### config.mk
export PLATFORM = sky130hd
export DESIGN_NAME = param_univ_shift_reg
export DESIGN_NICKNAME = d
export VERILOG_FILES = /design/src/rtl/param_univ_shift_reg.sv
export SDC_FILE = /design/constraint.sdc
export NUM_CORES = 1
export LEC_CHECK = 0
export ABC_AREA = 1
export BUFFER_PORTS_ARGS = -buffer_cell sky130_fd_sc_hd__clkbuf_2
export CAP_MARGIN = 10
export CORE_MARGIN = 5
export CORE_UTILIZATION = 41
export CTS_CLUSTER_DIAMETER = 60
export DETAILED_ROUTE_END_ITERATION = 6
export PLACE_DENSITY = 0.76
export SLEW_MARGIN = 15
export SYNTH_ARGS = -nofsm -noshare
export SYNTH_HDL_FRONTEND = slang
export SYNTH_SLANG_ARGS = --single-unit
### constraint.sdc
create_clock -name clk -period 0.9 [get_ports clk]
set_input_delay 0.045 -clock clk [delete_from_list [all_inputs] [get_ports clk]]
set_output_delay 0.045 -clock clk [all_outputs]
set_load 0.005 [all_outputs]
### src/rtl/param_univ_shift_reg.sv
// Parameterized universal shift register with an optional burst sequencer.
// Define PARAM_USR_BURST_EN to build the burst FSM; without it, busy and done are tied low.
module param_univ_shift_reg #(
  parameter int WIDTH = 8,
  parameter int CNT_W = 4
) (
  input  logic             clk,
  input  logic             rst,
  input  logic             en,
  input  logic [2:0]       mode,
  input  logic             serial_in_r,
  input  logic             serial_in_l,
  input  logic [WIDTH-1:0] parallel_in,
  input  logic             burst_start,
  input  logic             burst_dir,
  input  logic [CNT_W-1:0] burst_len,
  output logic [WIDTH-1:0] q,
  output logic             serial_out_r,
  output logic             serial_out_l,
  output logic             busy,
  output logic             done
);

  typedef enum logic [2:0] {
    M_HOLD  = 3'b000,
    M_SHR   = 3'b001,
    M_SHL   = 3'b010,
    M_LOAD  = 3'b011,
    M_ROTR  = 3'b100,
    M_ROTL  = 3'b101,
    M_ASR   = 3'b110,
    M_CLEAR = 3'b111
  } mode_e;

  mode_e            mode_sel;
  logic [WIDTH-1:0] mode_q;

  assign mode_sel     = mode_e'(mode);
  assign serial_out_r = q[0];
  assign serial_out_l = q[WIDTH-1];

  // NOTE: every signal written here gets a default first, so no path leaves it unassigned and no latch is inferred.
  always_comb begin
    mode_q = q;
    case (mode_sel)
      M_HOLD:  mode_q = q;
      M_SHR:   mode_q = {serial_in_r, q[WIDTH-1:1]};
      M_SHL:   mode_q = {q[WIDTH-2:0], serial_in_l};
      M_LOAD:  mode_q = parallel_in;
      M_ROTR:  mode_q = {q[0], q[WIDTH-1:1]};
      M_ROTL:  mode_q = {q[WIDTH-2:0], q[WIDTH-1]};
      M_ASR:   mode_q = {q[WIDTH-1], q[WIDTH-1:1]};
      M_CLEAR: mode_q = '0;
      default: mode_q = q;
    endcase
  end

`ifdef PARAM_USR_BURST_EN

  typedef enum logic {IDLE, BURST} state_e;

  state_e           state, state_nxt;
  logic [CNT_W-1:0] cnt, cnt_nxt;
  logic             dir, dir_nxt;
  logic             done_nxt;
  logic [WIDTH-1:0] q_nxt;

  always_comb begin
    state_nxt = state;
    cnt_nxt   = cnt;
    dir_nxt   = dir;
    q_nxt     = q;
    done_nxt  = 1'b0;
    case (state)
      IDLE: begin
        // A zero-length request is dropped so the mode logic still acts this edge.
        if (burst_start && burst_len != '0) begin
          state_nxt = BURST;
          cnt_nxt   = burst_len;
          dir_nxt   = burst_dir;
        end else if (en) begin
          q_nxt = mode_q;
        end
      end
      BURST: begin
        q_nxt   = dir ? {q[WIDTH-2:0], serial_in_l} : {serial_in_r, q[WIDTH-1:1]};
        cnt_nxt = cnt - CNT_W'(1);
        if (cnt == CNT_W'(1)) begin
          state_nxt = IDLE;
          done_nxt  = 1'b1;
        end
      end
      default: state_nxt = IDLE;
    endcase
  end

  // NOTE: sequential state uses non-blocking assignments so all registers update together at the edge.
  always_ff @(posedge clk) begin
    if (!rst) begin
      state <= IDLE;
      cnt   <= '0;
      dir   <= 1'b0;
      q     <= '0;
      done  <= 1'b0;
    end else begin
      state <= state_nxt;
      cnt   <= cnt_nxt;
      dir   <= dir_nxt;
      q     <= q_nxt;
      done  <= done_nxt;
    end
  end

  assign busy = (state == BURST);

`else

  logic unused_burst;
  assign unused_burst = ^{burst_start, burst_dir, burst_len};

  always_ff @(posedge clk) begin
    if (!rst) begin
      q <= '0;
    end else if (en) begin
      q <= mode_q;
    end
  end

  assign busy = 1'b0;
  assign done = 1'b0;

`endif

endmodule

==> results of run 1 <==
==> worst min-delay path by stage <==
| stage | slack (ns) | start | depth (start not counted) | endpoint |
|---|---|---|---|---|
| detailed placement | 0.35 | parallel_in[4] | 3 | q[4] |
| global placement | 0.35 | parallel_in[6] | 3 | q[6] |
| global route | 0.11 | parallel_in[6] | 3 | q[6] |
| floorplan | 0.15 | rst | 2 | q[7] |
| CTS | 0.09 | rst | 3 | q[7] |
| finish | 0.1 | rst | 3 | q[6] |
==> where the power goes <==
group	internal [mW]	total (mW)	switching [mW]	leakage (nW)
Clock	0.153	0.277	0.124	0.0138
Combinational	0.122	0.263	0.141	0.322
Sequential	0.382	0.404	0.0224	0.0663
==> synthesized netlist by cell type (2+ instances only) <==
| cell type | instances | share of area [%] |
|---|---|---|
| nand2_2 | 2 | 2.2 |
| o21ai_1 | 2 | 1.8 |
| buf_4 | 4 | 5.3 |
| inv_1 | 11 | 7.2 |
| o21a_1 | 2 | 2.6 |
| nor2_1 | 14 | 9.2 |
| dfxtp_1 | 8 | 28 |
| o21ai_0 | 7 | 6.1 |
| nand3_1 | 9 | 7.9 |
| a21oi_1 | 4 | 3.5 |
| a22oi_1 | 2 | 2.6 |
| nand2_1 | 17 | 11 |
==> worst reg2reg max path, stage by stage (launching register included) <==
cell and delay [ns]:
dfxtp_2 0.32, nor2_1 0.08, nor2_1 0.05, nor2_1 0.11
nand2_1 0.06, nand2_1 0.07, a21oi_2 0.05
==> layout make-up <==
| cell class | instances | area (µm²) | area share (%) |
|---|---|---|---|
| Clock buffer | 3 | 22.5 | 2.96 |
| Timing Repair Buffer | 32 | 178 | 23.3 |
| Sequential cell | 8 | 161 | 21.2 |
| Multi-Input combinational cell | 67 | 337 | 44.2 |
| Tap cell | 15 | 18.8 | 2.46 |
| Inverter | 12 | 45.0 | 5.91 |
==> kinds of logic (layout without fill, tap and decap cells) <==
kind of cell	count (synthesis)	count (layout)	synth area share [%]
AOI/OAI and AO/OA	21	21	23.9
DFF	8	8	28.0
buffers and inverters	17	47	15.1
and+or+nand+nor	44	44	32.4
other	1	2	0.656
==> metrics by stage <==
stage               cell area, µm²  setup TNS (ns)  cells  hold slack, ns  total power [mW]
floorplan                      576               0     92           0.154             0.559
global placement               731          -0.402    134           0.350             0.662
detailed placement             731          -0.645    134           0.350             0.668
CTS                            753               0    137          0.0897             0.950
global route                   762         -0.0160    137           0.115              1.01
finish                         762               0    137          0.0995             0.944
==> layer usage <==
layer  up-vias  routed length [µm]  track usage [%]  share of wire (%)
li1        355                   -                -                  -
met5         -                   0                0                  0
met4         0                  35             11.0                2.3
met1       298                 681             19.2                 45
met2        31                 659             21.7                 44
met3         5                 123             2.68                8.2
==> out/qor.yml, run 1 <==
logic_synthesis:
  synth_ff_type: "dfxtp_1"
  synth_cell_types: 21
  seq_area_frac_synth_pct: 28.0
  synthCells: 91
  async_flop_share_pct: 0
  syn-cell-area_um2: 572
  synth-seq-cells: 8
  syn_area_per_cell_um2: 6.28
  synth_warnings: 0
  synth_edf_count: 0
finish:
  fin_util_pct: 57.8
  fillers: 140
  syn2layout_area_growth_pct: 33.3
  layout_commonest_cell: "clkbuf_2"
  antenna_cells: 0
  largest_register_ffs: 8
  final_cell_mix: "clkbuf_2, nand2_1, nor2_1"
  drive_above_1_share_pct: 36.1
  nets: 146
  top_register: "q"
  reg.largest.list: "q x8"
sta:
  finClkSkew_ns: 0.00279
  rsz0062_at_grt: "yes"
  period_needed_ns: 0.848
  finalSetupViolCount: 0
  drv_slew: 0
  fin_ws_ns: 0.0517
  final_hold_viol_count: 0
  finalCritPeriodShare_pct: 94.3
  fmax_mhz: 1180
setup_path:
  r2r-end: "q[7]"
  reg2reg_depth: 6
  critPathMaxStageDelay_ns: 0.32
  cp.depth: 2
  required_ns: 0.85
  crit_path_top_delay_cell: "dfxtp_2"
  crit_chain: "buf_4 -> clkbuf_2"
  cp-endpoint: "q[0]"
  critPathLaunch: "q[0]"
  path_delay_family: "flip-flops"
  critical_path.startpoint_type: "flop"
  rrSetupSlack_ns: 0.07
  crit_type: "reg2out"
  crit_path_end_kind: "primary output"
  worst-path-buf-inv: 2
  timing.rr.start: "q[0]"
  crit_path_max_fanout: 4
  cp.arrival_ns: 0.80
die:
  die_area_mm2: 0.00224
  start_util_pct: 43.4
  fp.dieW_um: 47.3
  core-area_mm2: 0.00132
  die_height_um: 47.3
  num_rows: 13
  io_pins: 34
flow_run:
  maxCapViolations: 0
hold_path:
  hold_class: "in2reg"
routing:
  drt_wl_total_um: 1500
  vias: 689
  vias_per_cell: 5.03
  ant_nets: 0
  wl_per_cell_um: 11.0
  drcViolationCount: 0
  dr.pass1.iters: 4
  first_iter_violations: 21
cts:
  root_buffer: "clkbuf_4"
  cts_resized: 0
  cts_tree: "built"
  clk_latency_ns: 0.25
  numCtsBuffers: 3
  htreeDepth: 1
  cts.sinks: 8
  cts_hold_buffers: 0
  cts_buffer_depth: 2
  path_clk_slew_ns: 0.06
  post_cts_buffers: 0
outcome:
  status: "finished clean"
global_route:
  grt_antenna_before_repair: 0
  grt_overflow: 0
  grt.total_usage_pct: 14.9
  grt_pass1_wl_um: 2330
  grt_pass1_vias: 611
  grt_max_degree: 13
place:
  io_buffers: 25
  dp_hpwl_um: 1170
  place_congestion: 0.869
  pre_cts_ws_ns: -0.106
pwr:
  peakVddDrop_v: 0.000761
  pwr_density_cell_mw_per_mm2: 1240
  cellLeakagePower_nw: 0.402
Note: power is estimated with default switching activity, not from simulation.
==> run 2, diff against run 1 <==
--- a/config.mk
+++ b/config.mk
@@ -9,10 +9,11 @@
 export BUFFER_PORTS_ARGS = -buffer_cell sky130_fd_sc_hd__clkbuf_2
 export CAP_MARGIN = 10
 export CORE_MARGIN = 5
-export CORE_UTILIZATION = 41
+export CORE_UTILIZATION = 35
 export CTS_CLUSTER_DIAMETER = 60
 export DETAILED_ROUTE_END_ITERATION = 6
-export PLACE_DENSITY = 0.76
+export PLACE_DENSITY = 0.67
+export RECOVER_POWER = 50
 export SLEW_MARGIN = 15
 export SYNTH_ARGS = -nofsm -noshare
 export SYNTH_HDL_FRONTEND = slang
==> out/qor.yml, run 2 (synthesis gave the netlist of run 1 again) <==
place:
  pre_cts_ws_ns: -0.103
  dp_hpwl_um: 1240
  dpl_cell_area_um2: 732
  io_buffers: 25
  place_congestion: 0.904
sta:
  final_hold_viol_count: 0
  fmax_mhz: 1190
  whs_ns: 0.0932
  drv_slew: 0
  finalCritPeriodShare_pct: 93.1
  setup-tns-final_ns: 0
  finClkSkew_ns: 0.00739
  rsz0062_at_grt: "yes"
  period_needed_ns: 0.838
  fin_ws_ns: 0.0618
  finalSetupViolCount: 0
pwr:
  cellLeakagePower_nw: 0.398
  swShare_pct: 30.5
  p_int_mw: 0.660
  p_seq_share_pct: 42.6
  combinationalPowerShare_pct: 27.5
  switching_power_mw: 0.290
  peakVddDrop_v: 0.000783
  pwr_density_cell_mw_per_mm2: 1240
  clockPowerShare_pct: 29.9
setup_path:
  cp.arrival_ns: 0.79
  crit_chain: "buf_6 -> buf_6"
  path_delay_family: "flip-flops"
  crit_path_end_kind: "primary output"
  cp_common_cell: "buf_6"
  critical_path.startpoint_type: "flop"
  worst-path-buf-inv: 2
  reg2reg_depth: 6
  crit_path_max_fanout: 4
  crit_type: "reg2out"
  required_ns: 0.85
  critPathMaxStageDelay_ns: 0.32
  cp.depth: 2
  crit_path_top_delay_cell: "dfxtp_2"
cts:
  htreeDepth: 1
  cts.sinks: 8
  clk_latency_ns: 0.26
  cts_tree: "built"
  cts_buffer_depth: 2
  root_buffer: "clkbuf_4"
  path_clk_slew_ns: 0.06
  post_cts_buffers: 0
  numCtsBuffers: 3
routing:
  drt_wl_total_um: 1510
  vias_per_cell: 4.79
  first_iter_violations: 6
  vias: 661
  ant_nets: 0
  wl_per_cell_um: 10.9
  drcViolationCount: 0
  dr.pass1.iters: 4
die:
  die_area_mm2: 0.00254
  die_height_um: 50.4
  num_rows: 14
  fp.dieW_um: 50.4
  core-area_mm2: 0.00152
  start_util_pct: 37.5
  io_pins: 34
global_route:
  grt.total_usage_pct: 12.5
  grt_pass1_vias: 624
  grt_overflow: 0
  grt_max_degree: 12
  grt_antenna_before_repair: 0
  grt_pass1_wl_um: 2570
finish:
  antenna_cells: 0
  reg.largest.list: "q x8"
  nets: 146
  fillers: 158
  drive_above_1_share_pct: 33.6
  final_cell_mix: "clkbuf_2, nand2_1, nor2_1"
  layout_commonest_cell: "clkbuf_2"
  largest_register_ffs: 8
  final_cell_area_um2: 764
  syn2layout_area_growth_pct: 33.7
  top_register: "q"
flow_run:
  maxCapViolations: 0
outcome:
  status: "finished clean"
hold_path:
  hold_class: "in2reg"
  min_delay_path_depth: 3
## run 2: cell count changes in the layout (fill, tap and decap cells not counted), sizes merged
cell and delta:
buf +1, clkbuf -1
## run 2: layout make-up
| class | instances | area [µm²] | share of cell area [%] |
|---|---|---|---|
| sequential | 8 | 163 | 21.3 |
| multi-input combinational | 67 | 329 | 43.0 |
| tap | 16 | 20.0 | 2.62 |
| inverter | 12 | 45.0 | 5.89 |
| clock buffer | 3 | 22.5 | 2.95 |
| timing repair buffer | 32 | 185 | 24.2 |
## run 2: final timing paths
| path | startpoint | end | slack (ns) |
|---|---|---|---|
| setup / recovery | q[0] | q[0] | 0.06 |
| hold / removal | parallel_in[4] | q[4] | 0.09 |
| setup reg to reg | q[0] | q[7] | 0.07 |
| hold reg to reg | q[7] | q[7] | 0.50 |
## run 2: worst min-delay path: stages
cell and delay [ns]:
clkbuf_2 0.08, a22oi_1 0.07, a21oi_1 0.12
## run 2: per-layer routing
metal / vias to the layer above / track usage (%) / routed length, µm
li1: 355 / - / -
met2: 19 / 19.7 / 689
met1: 285 / 15.9 / 704
met5: - / 0 / 0
met3: 2 / 2.66 / 102
met4: 0 / 6.38 / 13
## run 2: power groups by stage
stage               logic [mW]  registers [mW]  clock network [mW]
floorplan                0.147           0.412                   0
global placement         0.255           0.409                   0
detailed placement       0.258           0.411                   0
CTS                      0.259           0.402               0.298
global route             0.297           0.410               0.331
finish                   0.261           0.405               0.284
## run 2: per-stage QoR
stage | total power, mW | instances | utilization (%)
after global routing | 1.04 | 138 | 50.2
after global placement | 0.664 | 135 | 48.0
final | 0.949 | 138 | 50.2
after CTS | 0.960 | 138 | 49.5
after detailed placement | 0.668 | 135 | 48.0
after floorplan | 0.559 | 92 | -
## run 2: what timing repair did
action                                  4_1_cts  5_1_grt
gates resized for setup                       0        4
endpoints found under the setup margin        0        5
hold buffers                                  0        0
